<file path="src/rtl/hazard_unit.sv">
// Stall/flush/forwarding control for the 5-stage pipeline, with MDU hi/lo tracking.
// Optional HAZARD_PERF_EN adds stall_cycles / flush_events counters.
module hazard_unit #(
  parameter int MDU_LAT = 4,
  parameter int CNT_W   = 4
) (
  input  logic       clk,
  input  logic       rst,
  input  logic [4:0] rsD,
  input  logic [4:0] rtD,
  input  logic [4:0] rsE,
  input  logic [4:0] rtE,
  input  logic [4:0] write_regE,
  input  logic [4:0] write_regM,
  input  logic [4:0] write_regW,
  input  logic       we_regE,
  input  logic       we_regM,
  input  logic       we_regW,
  input  logic       dm2_regE,
  input  logic       dm2_regM,
  input  logic       branchD,
  input  logic       pc_srcD,
  input  logic       jumpD,
  input  logic       hi_loE,
  input  logic       mf_hi_loD,
  output logic       stallF,
  output logic       stallD,
  output logic       flushD,
  output logic       flushE,
  output logic       fwd_aD,
  output logic       fwd_bD,
  output logic [1:0] fwd_aE,
  output logic [1:0] fwd_bE,
  output logic       hilo_busy
`ifdef HAZARD_PERF_EN
  ,
  output logic [31:0] stall_cycles,
  output logic [31:0] flush_events
`endif
);

  localparam logic [CNT_W-1:0] LAT = CNT_W'(MDU_LAT);

  logic [CNT_W-1:0] cnt;
  logic lwstall;
  logic brstall;
  logic mdstall;
  logic stall;

  // $0 is hardwired, so it never creates a dependency
  function automatic logic hit(input logic [4:0] w,
                               input logic [4:0] r);
    return (w != 5'd0) && (w == r);
  endfunction

  function automatic logic [1:0] fsel(input logic [4:0] r,
                                      input logic       wm,
                                      input logic [4:0] dm,
                                      input logic       ww,
                                      input logic [4:0] dw);
    if (wm && hit(dm, r))
      return 2'b10;
    else if (ww && hit(dw, r))
      return 2'b01;
    else
      return 2'b00;
  endfunction

  always_ff @(posedge clk) begin
    if (rst)
      cnt <= '0;
    else if (hi_loE)
      cnt <= LAT;
    else if (cnt != '0)
      cnt <= cnt - 1'b1;
  end

  assign hilo_busy = (cnt != '0);

  always_comb begin
    lwstall = dm2_regE &&
      (hit(write_regE, rsD) || hit(write_regE, rtD));
    brstall = branchD &&
      ((we_regE &&
        (hit(write_regE, rsD) || hit(write_regE, rtD))) ||
       (dm2_regM &&
        (hit(write_regM, rsD) || hit(write_regM, rtD))));
    mdstall = mf_hi_loD && (hilo_busy || hi_loE);
    stall   = !rst && (lwstall || brstall || mdstall);
  end

  always_comb begin
    stallF = stall;
    stallD = stall;
    flushE = stall;
    flushD = !rst && (pc_srcD || jumpD) && !stall;
    fwd_aD = 1'b0;
    fwd_bD = 1'b0;
    fwd_aE = 2'b00;
    fwd_bE = 2'b00;
    if (!rst) begin
      fwd_aD = we_regM && hit(write_regM, rsD);
      fwd_bD = we_regM && hit(write_regM, rtD);
      fwd_aE = fsel(rsE, we_regM, write_regM,
                    we_regW, write_regW);
      fwd_bE = fsel(rtE, we_regM, write_regM,
                    we_regW, write_regW);
    end
  end

`ifdef HAZARD_PERF_EN
  always_ff @(posedge clk) begin
    if (rst) begin
      stall_cycles <= '0;
      flush_events <= '0;
    end else begin
      if (stall)
        stall_cycles <= stall_cycles + 32'd1;
      if (flushD)
        flush_events <= flush_events + 32'd1;
    end
  end
`endif

endmodule

</file>
<file path="config.mk">
export PLATFORM = sky130hd
export DESIGN_NAME = hazard_unit
export DESIGN_NICKNAME = d
export VERILOG_FILES = /design/src/rtl/hazard_unit.sv
export SDC_FILE = /design/constraint.sdc
export NUM_CORES = 1
export LEC_CHECK = 0
export ABC_AREA = 1
export CAP_MARGIN = 5
export CORE_UTILIZATION = 41
export CTS_CLUSTER_DIAMETER = 50
export CTS_CLUSTER_SIZE = 8
export DETAILED_ROUTE_END_ITERATION = 8
export HOLD_SLACK_MARGIN = 0.03
export PLACE_DENSITY = 0.86
export SLEW_MARGIN = 10
export SYNTH_ARGS = -nofsm -noshare
export SYNTH_HDL_FRONTEND = slang
export SYNTH_SLANG_ARGS = --single-unit
</file>
<file path="constraint.sdc">
create_clock -name clk -period 3.7 [get_ports clk]
set_input_delay 0.74 -clock clk [delete_from_list [all_inputs] [get_ports clk]]
set_output_delay 0.74 -clock clk [all_outputs]
set_load 0.01 [all_outputs]
</file>
==> run_summary.xml <==
<?xml version="1.0" encoding="UTF-8"?>
<metrics>
  <group name="cts">
    <metric name="cts.root.buffer_cell" unit="">sky130_fd_sc_hd__clkbuf_4</metric>
    <metric name="clockBufferDepth" unit="">2</metric>
    <metric name="cts.repair.resized" unit="">0</metric>
    <metric name="numClockSinks" unit="">4</metric>
    <metric name="tritoncts.num_buffers" unit="">3</metric>
    <metric name="cts.hold.buffers_added" unit="">0</metric>
    <metric name="cts_tree" unit="">done</metric>
    <metric name="path_clk_slew" unit="ns">0.04</metric>
    <metric name="post-cts-setup-buffer-count" unit="">0</metric>
    <metric name="htree_levels" unit="">1</metric>
    <metric name="clock_insertion_delay_worst_skew" unit="ns">0.24</metric>
  </group>
  <group name="logic_synthesis">
    <metric name="netlist-cell-type-count" unit="">27</metric>
    <metric name="synthFlopType" unit="">sky130_fd_sc_hd__dfxtp_1</metric>
    <metric name="synth_seq_cells" unit="">4</metric>
    <metric name="synth_edf_count" unit="">0</metric>
    <metric name="post_synth_most_frequent_cells" unit="">45 x sky130_fd_sc_hd__nand2_1, 25 x sky130_fd_sc_hd__inv_1, 23 x sky130_fd_sc_hd__nor2_1, 12 x sky130_fd_sc_hd__xor2_1, 10 x sky130_fd_sc_hd__nand3_1</metric>
    <metric name="yosys.cell_count.top_type" unit="">sky130_fd_sc_hd__nand2_1</metric>
    <metric name="cell_types_with_the_largest_area_share_after_synthesis" unit="">sky130_fd_sc_hd__nand2_1 17%, sky130_fd_sc_hd__xor2_1 11%, sky130_fd_sc_hd__inv_1 9.5%</metric>
    <metric name="synth_nets" unit="">230</metric>
    <metric name="synth_async_sr_flop_share" unit="%">0</metric>
    <metric name="cell_area_after_synthesis" unit="sq um">990</metric>
    <metric name="netlist_instances" unit="">182</metric>
    <metric name="syn-mean-instance-area" unit="sq um">5.44</metric>
    <metric name="yosys.area.top_type" unit="">sky130_fd_sc_hd__nand2_1</metric>
    <metric name="share_of_the_synthesized_area_in_the_top_cell_type" unit="%">17.1</metric>
    <metric name="synth_seq_area_share" unit="%">8.09</metric>
    <metric name="ys.warnings.count" unit="">0</metric>
  </group>
  <group name="route">
    <metric name="drt-pass1-iter-count" unit="">4</metric>
    <metric name="detailroute.via_count" unit="">1272</metric>
    <metric name="wl_per_cell" unit="um">10.0</metric>
    <metric name="drt_wl_total" unit="um">2650</metric>
    <metric name="antenna_left" unit="">0</metric>
    <metric name="first_iter_violations" unit="">18</metric>
    <metric name="avgViaCountPerCell" unit="">4.80</metric>
    <metric name="drc" unit="">0</metric>
  </group>
  <group name="final_layout">
    <metric name="multi_input_logic_area" unit="sq um">722</metric>
    <metric name="layout-drive-gt1-share" unit="%">9.70</metric>
    <metric name="fillerInstances" unit="">217</metric>
    <metric name="layout.area.seq" unit="sq um">80.1</metric>
    <metric name="postLayoutCellArea" unit="sq um">1570</metric>
    <metric name="num_antenna_cells" unit="">0</metric>
    <metric name="area.growth.synth_to_final" unit="%">58.5</metric>
    <metric name="reg.largest.list" unit="">cnt (4)</metric>
    <metric name="largest-register" unit="">cnt</metric>
    <metric name="largest_register_ff_count" unit="">4</metric>
    <metric name="final_util" unit="%">70.3</metric>
    <metric name="layout.nets" unit="">287</metric>
  </group>
  <group name="setup_path">
    <metric name="cp.arrival" unit="ns">2.66</metric>
    <metric name="critical_path.n_buffers_inverters" unit="">4</metric>
    <metric name="critical_path_required" unit="ns">2.96</metric>
    <metric name="cpLargestDelayFamily" unit="">buffers and inverters</metric>
    <metric name="crit_path_class" unit="">in2out</metric>
    <metric name="setup.reg_to_reg.worst_slack" unit="ns">2.51</metric>
    <metric name="timing.rr.start" unit="">cnt[0]</metric>
    <metric name="rr_worst_depth" unit="">5</metric>
    <metric name="timing.critical_path.cells" unit="">clkdlybuf4s50_1 &gt; inv_2 &gt; nand2_1 &gt; nand2_1 &gt; nor2_1 &gt; nand3_2 &gt; nand2_1 &gt; nand2_1 &gt; nand3_2 &gt; nand2_1 &gt; inv_1 &gt; clkdlybuf4s50_1</metric>
    <metric name="critical_path.endpoint_type" unit="">output port</metric>
    <metric name="timing.critical_path.fanout_max" unit="">6</metric>
    <metric name="timing.rr.end" unit="">cnt[3]</metric>
    <metric name="cpMaxStageDelayCell" unit="">sky130_fd_sc_hd__clkdlybuf4s50_1</metric>
    <metric name="delay_contributed_by_the_slowest_stage_of_the_critical_path" unit="ns">0.68</metric>
    <metric name="path_common_cell" unit="">sky130_fd_sc_hd__nand2_1</metric>
    <metric name="cp-start-kind" unit="">input port</metric>
  </group>
  <group name="placement">
    <metric name="dp_worst_setup_slack" unit="ns">0.296</metric>
    <metric name="gp_congestion" unit="">0.842</metric>
    <metric name="detailedPlacementHpwl" unit="um">2240</metric>
    <metric name="count_of_buffers_inserted_at_the_top_level_ports" unit="">57</metric>
    <metric name="detailed_place.area" unit="sq um">1550</metric>
  </group>
  <group name="timing">
    <metric name="slew_headroom" unit="%">76.3</metric>
    <metric name="layout_min_cycle_time" unit="ns">3.40</metric>
    <metric name="finalSetupTns" unit="ns">0</metric>
    <metric name="period_utilisation_layout" unit="%">92.0</metric>
    <metric name="max_clock_freq" unit="GHz">0.294</metric>
    <metric name="setup_viol" unit="">0</metric>
    <metric name="hold_violations" unit="">0</metric>
    <metric name="worst_slew_pin_slew" unit="ns">0.354</metric>
    <metric name="finalWorstSetupSlack" unit="ns">0.295</metric>
    <metric name="clock-skew-final" unit="ns">0.00152</metric>
    <metric name="final-max-slew-violation-count" unit="">0</metric>
    <metric name="rsz_0062_raised_after_global_routing" unit="">false</metric>
  </group>
  <group name="power">
    <metric name="total_leakage_power" unit="nW">0.753</metric>
    <metric name="design_power_total" unit="W">0.000273</metric>
    <metric name="power_per_cell_area" unit="nW/um^2">174</metric>
    <metric name="ir_worst_vdd" unit="V">0.000175</metric>
  </group>
  <group name="flow_run">
    <metric name="max-cap-violations" unit="">0</metric>
  </group>
  <group name="min_path">
    <metric name="hold_end" unit="">cnt[0]</metric>
    <metric name="timing.hold.worst_path_depth" unit="">1</metric>
    <metric name="path_class_of_the_lowest_slack_min_delay_path" unit="">reg2reg</metric>
    <metric name="launch_point_of_the_worst_hold_path" unit="">cnt[0]</metric>
  </group>
  <group name="run_status">
    <metric name="run_status" unit="">completed</metric>
  </group>
  <group name="global_routing">
    <metric name="grtUsageTotal" unit="%">21.3</metric>
    <metric name="grt_first_pass_wirelength" unit="um">4300</metric>
    <metric name="grt_pass1_vias" unit="">1089</metric>
    <metric name="globalRouteOverflowTotal" unit="">0</metric>
    <metric name="number_of_antenna_violations_at_the_first_check_in_global_routing" unit="">0</metric>
    <metric name="largest_net_degree_at_the_start_of_global_routing" unit="">8</metric>
  </group>
  <group name="floorplanning">
    <metric name="die_area" unit="sq um">2610</metric>
    <metric name="top_level_ports" unit="">58</metric>
    <metric name="rows" unit="">17</metric>
    <metric name="die_h" unit="um">51.1</metric>
    <metric name="chipWidth" unit="um">51.1</metric>
    <metric name="coreArea" unit="sq um">2230</metric>
    <metric name="initial_core_util" unit="%">44.3</metric>
  </group>
</metrics>
==> kinds of logic (layout without fill, tap and decap cells) <==
kind of cell / Yosys count / after routing / synth area share [%]
AND/OR/NAND/NOR: 97 / 97 / 43.4
XOR/XNOR: 18 / 18 / 15.9
AO/OA/AOI/OAI: 21 / 21 / 12.4
flip-flops: 4 / 4 / 8.09
buffers and inverters: 41 / 96 / 19.0
adder cells (fa/ha/maj): 1 / 1 / 1.26
==> power by group <==
| part | leakage [nW] | switching (W) | internal (W) |
|---|---|---|---|
| registers | 0.0329 | 0.00000198 | 0.0000470 |
| clock network | 0.0138 | 0.0000204 | 0.0000364 |
| logic | 0.706 | 0.0000776 | 0.0000891 |
| total | 0.753 | 0.000100 | 0.000173 |
==> how the worst max path moves through the flow <==
stage	to	slack, ns	cells after the start	start
finish	stallF	0.30	12	write_regM[0]
CTS	stallF	0.29	12	write_regM[0]
global route	stallD	0.15	12	write_regM[0]
detailed placement	stallF	0.30	12	write_regM[0]
global placement	stallF	0.31	12	write_regM[0]
floorplan	stallD	1.30	10	write_regM[4]
==> metrics by stage <==
step           hold WS, ns  std cells
3_5_place_dp         0.446        262
5_1_grt              0.484        265
6_report             0.449        265
3_3_place_gp         0.440        262
4_1_cts              0.454        265
2_1_floorplan        0.428        182
==> final cells by class <==
cell class	instances	area share [%]
timing repair buffer	58	36.8
sequential	4	5.10
multi-input combinational	137	46.0
clock buffer	3	1.44
inverter	35	8.37
tap	28	2.23
==> per-layer routing <==
layer | GRT usage [%] | part of all wire [%] | up-vias
li1 | - | - | 679
met1 | 25.1 | 45 | 551
met2 | 39.9 | 49 | 42
met3 | 3.87 | 6.2 | 0
met4 | 3.70 | 0 | 0
met5 | 0 | 0 | -
==> layout by cell type, fill, tap and decap left out <==
master                            netlist  routed
sky130_fd_sc_hd__inv_1                 25      25
sky130_fd_sc_hd__nor2_2                 5       5
sky130_fd_sc_hd__a211oi_1               2       2
sky130_fd_sc_hd__a21oi_1                8       8
sky130_fd_sc_hd__ha_1                   1       1
sky130_fd_sc_hd__xnor2_1                6       6
sky130_fd_sc_hd__nand3_2                3       3
sky130_fd_sc_hd__o21ai_2                1       1
sky130_fd_sc_hd__clkbuf_4               0       3
sky130_fd_sc_hd__o211ai_1               1       1
sky130_fd_sc_hd__nor2_1                23      23
sky130_fd_sc_hd__o21ai_0                2       2
sky130_fd_sc_hd__o21ai_1                3       3
sky130_fd_sc_hd__nor2b_1                1       1
sky130_fd_sc_hd__nand4_1                2       2
sky130_fd_sc_hd__buf_4                  3       1
sky130_fd_sc_hd__xor2_1                12      12
sky130_fd_sc_hd__nor3b_1                1       1
sky130_fd_sc_hd__nand2_1               45      45
sky130_fd_sc_hd__o21bai_1               1       1
sky130_fd_sc_hd__dfxtp_1                4       4
sky130_fd_sc_hd__nor3_1                 6       6
sky130_fd_sc_hd__clkdlybuf4s50_1        0      57
sky130_fd_sc_hd__clkinv_1               1       1
sky130_fd_sc_hd__nand2_2                1       1
sky130_fd_sc_hd__o22ai_1                3       3
sky130_fd_sc_hd__inv_2                  9       9
sky130_fd_sc_hd__nand3_1               10      10
No activity file was read; power rests on OpenSTA's default activity.
